## src/rtl/ramb4_s16_port_arbiter.sv

```systemverilog
// B-port sequencer for a RAMB4_S4_S16: zero-fill, then round-robin
// single-word access for two requesters with registered read return.
module ramb4_s16_port_arbiter #(
  parameter bit          CLEAR_ON_RESET = 1'b1,
  parameter logic [15:0] FILL_VALUE     = 16'h0000
) (
  input  logic        CLK,
  input  logic        RST_N,
  input  logic        CLR,
  output logic        BUSY,
  input  logic        REQ0,
  input  logic        REQ1,
  input  logic        WE0,
  input  logic        WE1,
  input  logic [7:0]  ADDR0,
  input  logic [7:0]  ADDR1,
  input  logic [15:0] WDATA0,
  input  logic [15:0] WDATA1,
  output logic        GNT0,
  output logic        GNT1,
  output logic [15:0] RDATA0,
  output logic [15:0] RDATA1,
  output logic        RVALID0,
  output logic        RVALID1,
  output logic        ENB,
  output logic        WEB,
  output logic [7:0]  ADDRB,
  output logic [15:0] DIB,
  output logic        RSTB,
  input  logic [15:0] DOB
);

  typedef enum logic {
    ST_CLEAR,
    ST_RUN
  } state_t;

  state_t      state;
  state_t      state_nxt;
  logic        ptr;
  logic        ptr_nxt;
  logic [7:0]  fcnt;
  logic [7:0]  fcnt_nxt;
  logic        acc;
  logic        sel;
  logic        sel_we;
  logic        rd1_v;
  logic        rd1_id;
  logic        rd2_v;
  logic        rd2_id;

  assign RSTB   = 1'b0;
  assign BUSY   = (state == ST_CLEAR);
  assign acc    = GNT0 | GNT1;
  assign sel    = GNT1;
  assign sel_we = sel ? WE1 : WE0;

  always_comb begin
    state_nxt = state;
    fcnt_nxt  = fcnt;
    ptr_nxt   = ptr;
    GNT0      = 1'b0;
    GNT1      = 1'b0;
    unique case (state)
      ST_CLEAR: begin
        fcnt_nxt = fcnt + 8'd1;
        if (fcnt == 8'hFF)
          state_nxt = ST_RUN;
      end
      ST_RUN: begin
        GNT0 = REQ0 & (~REQ1 | ~ptr);
        GNT1 = REQ1 & (~REQ0 | ptr);
        if (GNT0)
          ptr_nxt = 1'b1;
        else if (GNT1)
          ptr_nxt = 1'b0;
        if (CLR) begin
          state_nxt = ST_CLEAR;
          fcnt_nxt  = 8'd0;
        end
      end
      default: ;
    endcase
  end

  always_ff @(posedge CLK or negedge RST_N) begin
    if (!RST_N) begin
      state <= CLEAR_ON_RESET ? ST_CLEAR : ST_RUN;
      fcnt  <= 8'd0;
      ptr   <= 1'b0;
    end else begin
      state <= state_nxt;
      fcnt  <= fcnt_nxt;
      ptr   <= ptr_nxt;
    end
  end

  always_ff @(posedge CLK or negedge RST_N) begin
    if (!RST_N) begin
      ENB   <= 1'b0;
      WEB   <= 1'b0;
      ADDRB <= 8'd0;
      DIB   <= 16'd0;
    end else if (state == ST_CLEAR) begin
      ENB   <= 1'b1;
      WEB   <= 1'b1;
      ADDRB <= fcnt;
      DIB   <= FILL_VALUE;
    end else if (acc) begin
      ENB   <= 1'b1;
      WEB   <= sel_we;
      ADDRB <= sel ? ADDR1 : ADDR0;
      DIB   <= sel ? WDATA1 : WDATA0;
    end else begin
      ENB   <= 1'b0;
      WEB   <= 1'b0;
    end
  end

  // read tag follows the access to the RAM edge, then to DOB capture
  always_ff @(posedge CLK or negedge RST_N) begin
    if (!RST_N) begin
      rd1_v   <= 1'b0;
      rd1_id  <= 1'b0;
      rd2_v   <= 1'b0;
      rd2_id  <= 1'b0;
      RVALID0 <= 1'b0;
      RVALID1 <= 1'b0;
      RDATA0  <= 16'd0;
      RDATA1  <= 16'd0;
    end else begin
      rd1_v   <= acc & ~sel_we;
      rd1_id  <= sel;
      rd2_v   <= rd1_v;
      rd2_id  <= rd1_id;
      RVALID0 <= rd2_v & ~rd2_id;
      RVALID1 <= rd2_v & rd2_id;
      if (rd2_v & ~rd2_id)
        RDATA0 <= DOB;
      if (rd2_v & rd2_id)
        RDATA1 <= DOB;
    end
  end

endmodule

```

## config.mk

```make
export PLATFORM = sky130hd
export DESIGN_NAME = ramb4_s16_port_arbiter
export DESIGN_NICKNAME = d
export VERILOG_FILES = /design/src/rtl/ramb4_s16_port_arbiter.sv
export SDC_FILE = /design/constraint.sdc
export NUM_CORES = 1
export LEC_CHECK = 0
export ABC_AREA = 1
export ABC_CLOCK_PERIOD_IN_PS = 1300
export CAP_MARGIN = 20
export CORE_MARGIN = 5
export CORE_UTILIZATION = 44
export DETAILED_ROUTE_END_ITERATION = 12
export PLACE_DENSITY = 0.8
export SLEW_MARGIN = 20
export SYNTH_ARGS = -nofsm -noshare
export SYNTH_HDL_FRONTEND = slang
export SYNTH_SLANG_ARGS = --single-unit
```

## constraint.sdc

```tcl
create_clock -name CLK -period 1.3 [get_ports CLK]
set_input_delay 0.13 -clock CLK [delete_from_list [all_inputs] [get_ports CLK]]
set_output_delay 0.13 -clock CLK [all_outputs]
set_load 0.05 [all_outputs]
```

==> flow_metrics.env <==
export IMPL_die_height_um=98.1
export IMPL_worstReg2RegEnd="WEB"
export IMPL_routed_wirelength_um=10400
export IMPL_endpoint_kind="primary output"
export IMPL_top_flip_flop_cell_by_instance_count_after_synthesis="sky130_fd_sc_hd__dfrtp_1"
export IMPL_timing_critical_path_to="GNT1"
export IMPL_grt_max_degree=46
export IMPL_final_min_clock_period_ns=1.35
export IMPL_postRouteAntennaNets=0
export IMPL_pin_count=135
export IMPL_peakVddDrop_uv=1130
export IMPL_detailedRoute_firstIterationViolations=125
export IMPL_dpl_worst_slack_ns=-0.171
export IMPL_first_global_vias=3243
export IMPL_cts_sinks=74
export IMPL_design_core_area_um2=7650
export IMPL_rr_worst_depth=9
export IMPL_status="finished with violations"
export IMPL_final_setup_viol_count=4
export IMPL_critical_path_peak_fanout=2
export IMPL_drive_above_1_share=0.227
export IMPL_fp_dieArea_um2=9630
export IMPL_synthTopCellsByArea="sky130_fd_sc_hd__dfrtp_1, sky130_fd_sc_hd__nand2_1, sky130_fd_sc_hd__inv_1"
export IMPL_p_total_w=0.00826
export IMPL_worst_path_stages=5
export IMPL_grt_pass1_wl_um=16000
export IMPL_placed_cells=644
export IMPL_routabilityCongestion=0.845
export IMPL_clk_root_buffer_cell="sky130_fd_sc_hd__clkbuf_8"
export IMPL_setup_worst_path_start="ptr"
export IMPL_worst_setup_skew_after_layout_ns=0.0101
export IMPL_tritoncts="done"
export IMPL_ys_async_sr_fraction=1.00
export IMPL_overflow=0
export IMPL_detail_route_first_pass_iterations=5
export IMPL_powerDensity_nw_per_um2=1390
export IMPL_cellLeakagePower_nw=3.00
export IMPL_grt_util_all_layers=0.209
export IMPL_synth_top_cell_area_share=0.542
export IMPL_cts_reportedPaths_clkPinSlew_ns=0.08
export IMPL_crit_path_max_delay_family="flip-flops"
export IMPL_total_of_warnings_raised_by_yosys=0
export IMPL_maxClockFrequency_mhz=742
export IMPL_worst_slack_ns=-0.0479
export IMPL_rsz0062_at_grt="yes"
export IMPL_slew_viol_final=0
export IMPL_synthesis_instances=416
export IMPL_synth_distinct_cells=26
export IMPL_worst_r2r_setup_slack_ns=-0.02
export IMPL_max_clock_path_buffers=2
export IMPL_postSynthAreaPerCell_um2=8.22
export IMPL_cap_viol_max_count=0
export IMPL_timing_critical_path_from_type="register"
export IMPL_critical_path_cell_chain="inv_2 > nand2_4 > nand2_4 > inv_8 > buf_12"
export IMPL_place_detailed_hpwl_um=7460
export IMPL_synthesis_area_um2=3420
export IMPL_final_hold_viol_count=0
export IMPL_violations_in_the_final_reports="setup timing"
export IMPL_portBuffers=133
export IMPL_number_of_enable_flip_flop_cells_after_synthesis=0
export IMPL_synth_seq_cells=74
export IMPL_critPathKind="register to primary output"
export IMPL_area_growth_pct=73.8
export IMPL_synth_area_leader_cell="sky130_fd_sc_hd__dfrtp_1"
export IMPL_drc=0
export IMPL_mostFrequentLayoutCell="sky130_fd_sc_hd__nand2_1"
export IMPL_cp_slowest_cell="sky130_fd_sc_hd__dfrtp_1"
export IMPL_routedWlPerCell_um=15.5
export IMPL_row_count=32
export IMPL_mapped_nets=488
export IMPL_critPathArrivalTime_ns=1.22
export IMPL_antenna_diode_count=0
export IMPL_worst_ep_required_time_ns=1.17
export IMPL_ys_seq_area_frac=0.542
export IMPL_die_width_um=98.1
export IMPL_worst_hold_path_type="input pin to async pin"
export IMPL_max_stage_delay_on_crit_path_ns=0.41
export IMPL_fillerInstances=488
export IMPL_fin_util=0.777
export IMPL_route_detailed_vias_per_inst=4.91
export IMPL_initial_core_util=0.447
export IMPL_layout_common_cells="sky130_fd_sc_hd__nand2_1, sky130_fd_sc_hd__dfrtp_1, sky130_fd_sc_hd__clkdlybuf4s50_1, sky130_fd_sc_hd__buf_12, sky130_fd_sc_hd__inv_1"
export IMPL_cts_buffers_inserted=9
export IMPL_post_route_clock_period_utilization=1.04
export IMPL_final_instance_count_excl_fill=670
export IMPL_routed_via_count=3289
export IMPL_r2r_start="ptr"
export IMPL_fin_nets=635
export IMPL_critical_path_n_buffers_inverters=3
export IMPL_cpMostUsedCell="sky130_fd_sc_hd__nand2_4"
export IMPL_clkLatencyLatePin_ns=0.35
export IMPL_grt_antenna_before_repair=0
export IMPL_cts_htree_levels=3
## Yosys cell counts, drive strengths merged, types with 2 or more instances
master / count
a31oi: 7
nor2: 28
o22ai: 2
dfrtp: 74
clkbuf: 4
o21ai: 54
nand2: 124
inv: 69
buf: 16
nand3: 31
## kinds of logic after synthesis
group	Yosys count	share of synthesized area
adder cells (fa/ha/maj)	1	0.00366
buffers and inverters	90	0.123
flip-flops	74	0.542
XOR/XNOR	1	0.00256
AO/OA/AOI/OAI	65	0.111
AND/OR/NAND/NOR	184	0.217
other	1	0.00110
## flip-flops by register name (all words and copies together) (netlist names), 8 cells and up
| name | cells |
|---|---|
| fcnt | 8 |
| DIB | 16 |
| RDATA0 | 16 |
| RDATA1 | 16 |
| ADDRB | 8 |
## worst min path at each step
| stage | start | end | cells after the start |
|---|---|---|---|
| CTS | RST_N | DIB[9] | 3 |
| finish | RST_N | DIB[11] | 3 |
| global route | DOB[9] | RDATA0[9] | 3 |
| floorplan | RST_N | ADDRB[0] | 0 |
| detailed placement | RST_N | DIB[9] | 2 |
| global placement | RST_N | RVALID0 | 2 |
## worst reg2reg max path, delay by kind of cell, from the launching register on
family	cells	cell delay, ns
simple gates	6	0.45
buf+inv	3	0.40
flops	1	0.41
## cell type report
class                           count  area (um2)  share of cell area
Tap cell                          102         128              0.0215
Clock buffer                       12         165              0.0278
Clock inverter                      4        72.6              0.0122
Multi-Input combinational cell    252        1190               0.201
Sequential cell                    74        1850               0.312
Timing Repair Buffer              156        2240               0.378
Inverter                           70         285              0.0480
## timing repair
item,4_1_cts,5_1_grt
endpoints found under the hold margin,74,0
setup endpoints to repair,5,31
cloned,0,1
hold buffers,1,0
buffers inserted,6,2
resized for setup,16,14
pin swaps,1,4
## layer usage
layer	share of wire	global-route usage	vias to the layer above
met5	0	0	-
met3	0.084	0.0607	21
met4	0.023	0.0903	0
met2	0.51	0.355	163
li1	-	-	1569
met1	0.39	0.248	1536
## power by group
part / switching, W / total, W / internal [W]
combinational: 0.00164 / 0.00308 / 0.00144
clock: 0.000849 / 0.00208 / 0.00124
sequential: 0.000421 / 0.00309 / 0.00267
total: 0.00291 / 0.00826 / 0.00535
## metrics by stage
stage | hold slack [ns] | setup TNS, ns | area (um2)
finish | 0.340 | -0.129 | 5940
global route | 0.360 | -1.42 | 5940
CTS | 0.311 | -0.160 | 5850
detailed placement | 0.120 | -3.93 | 5510
global placement | 0.121 | -2.48 | 5510
floorplan | -0.166 | 0 | 3420
Power figures use the tool's default switching activity.
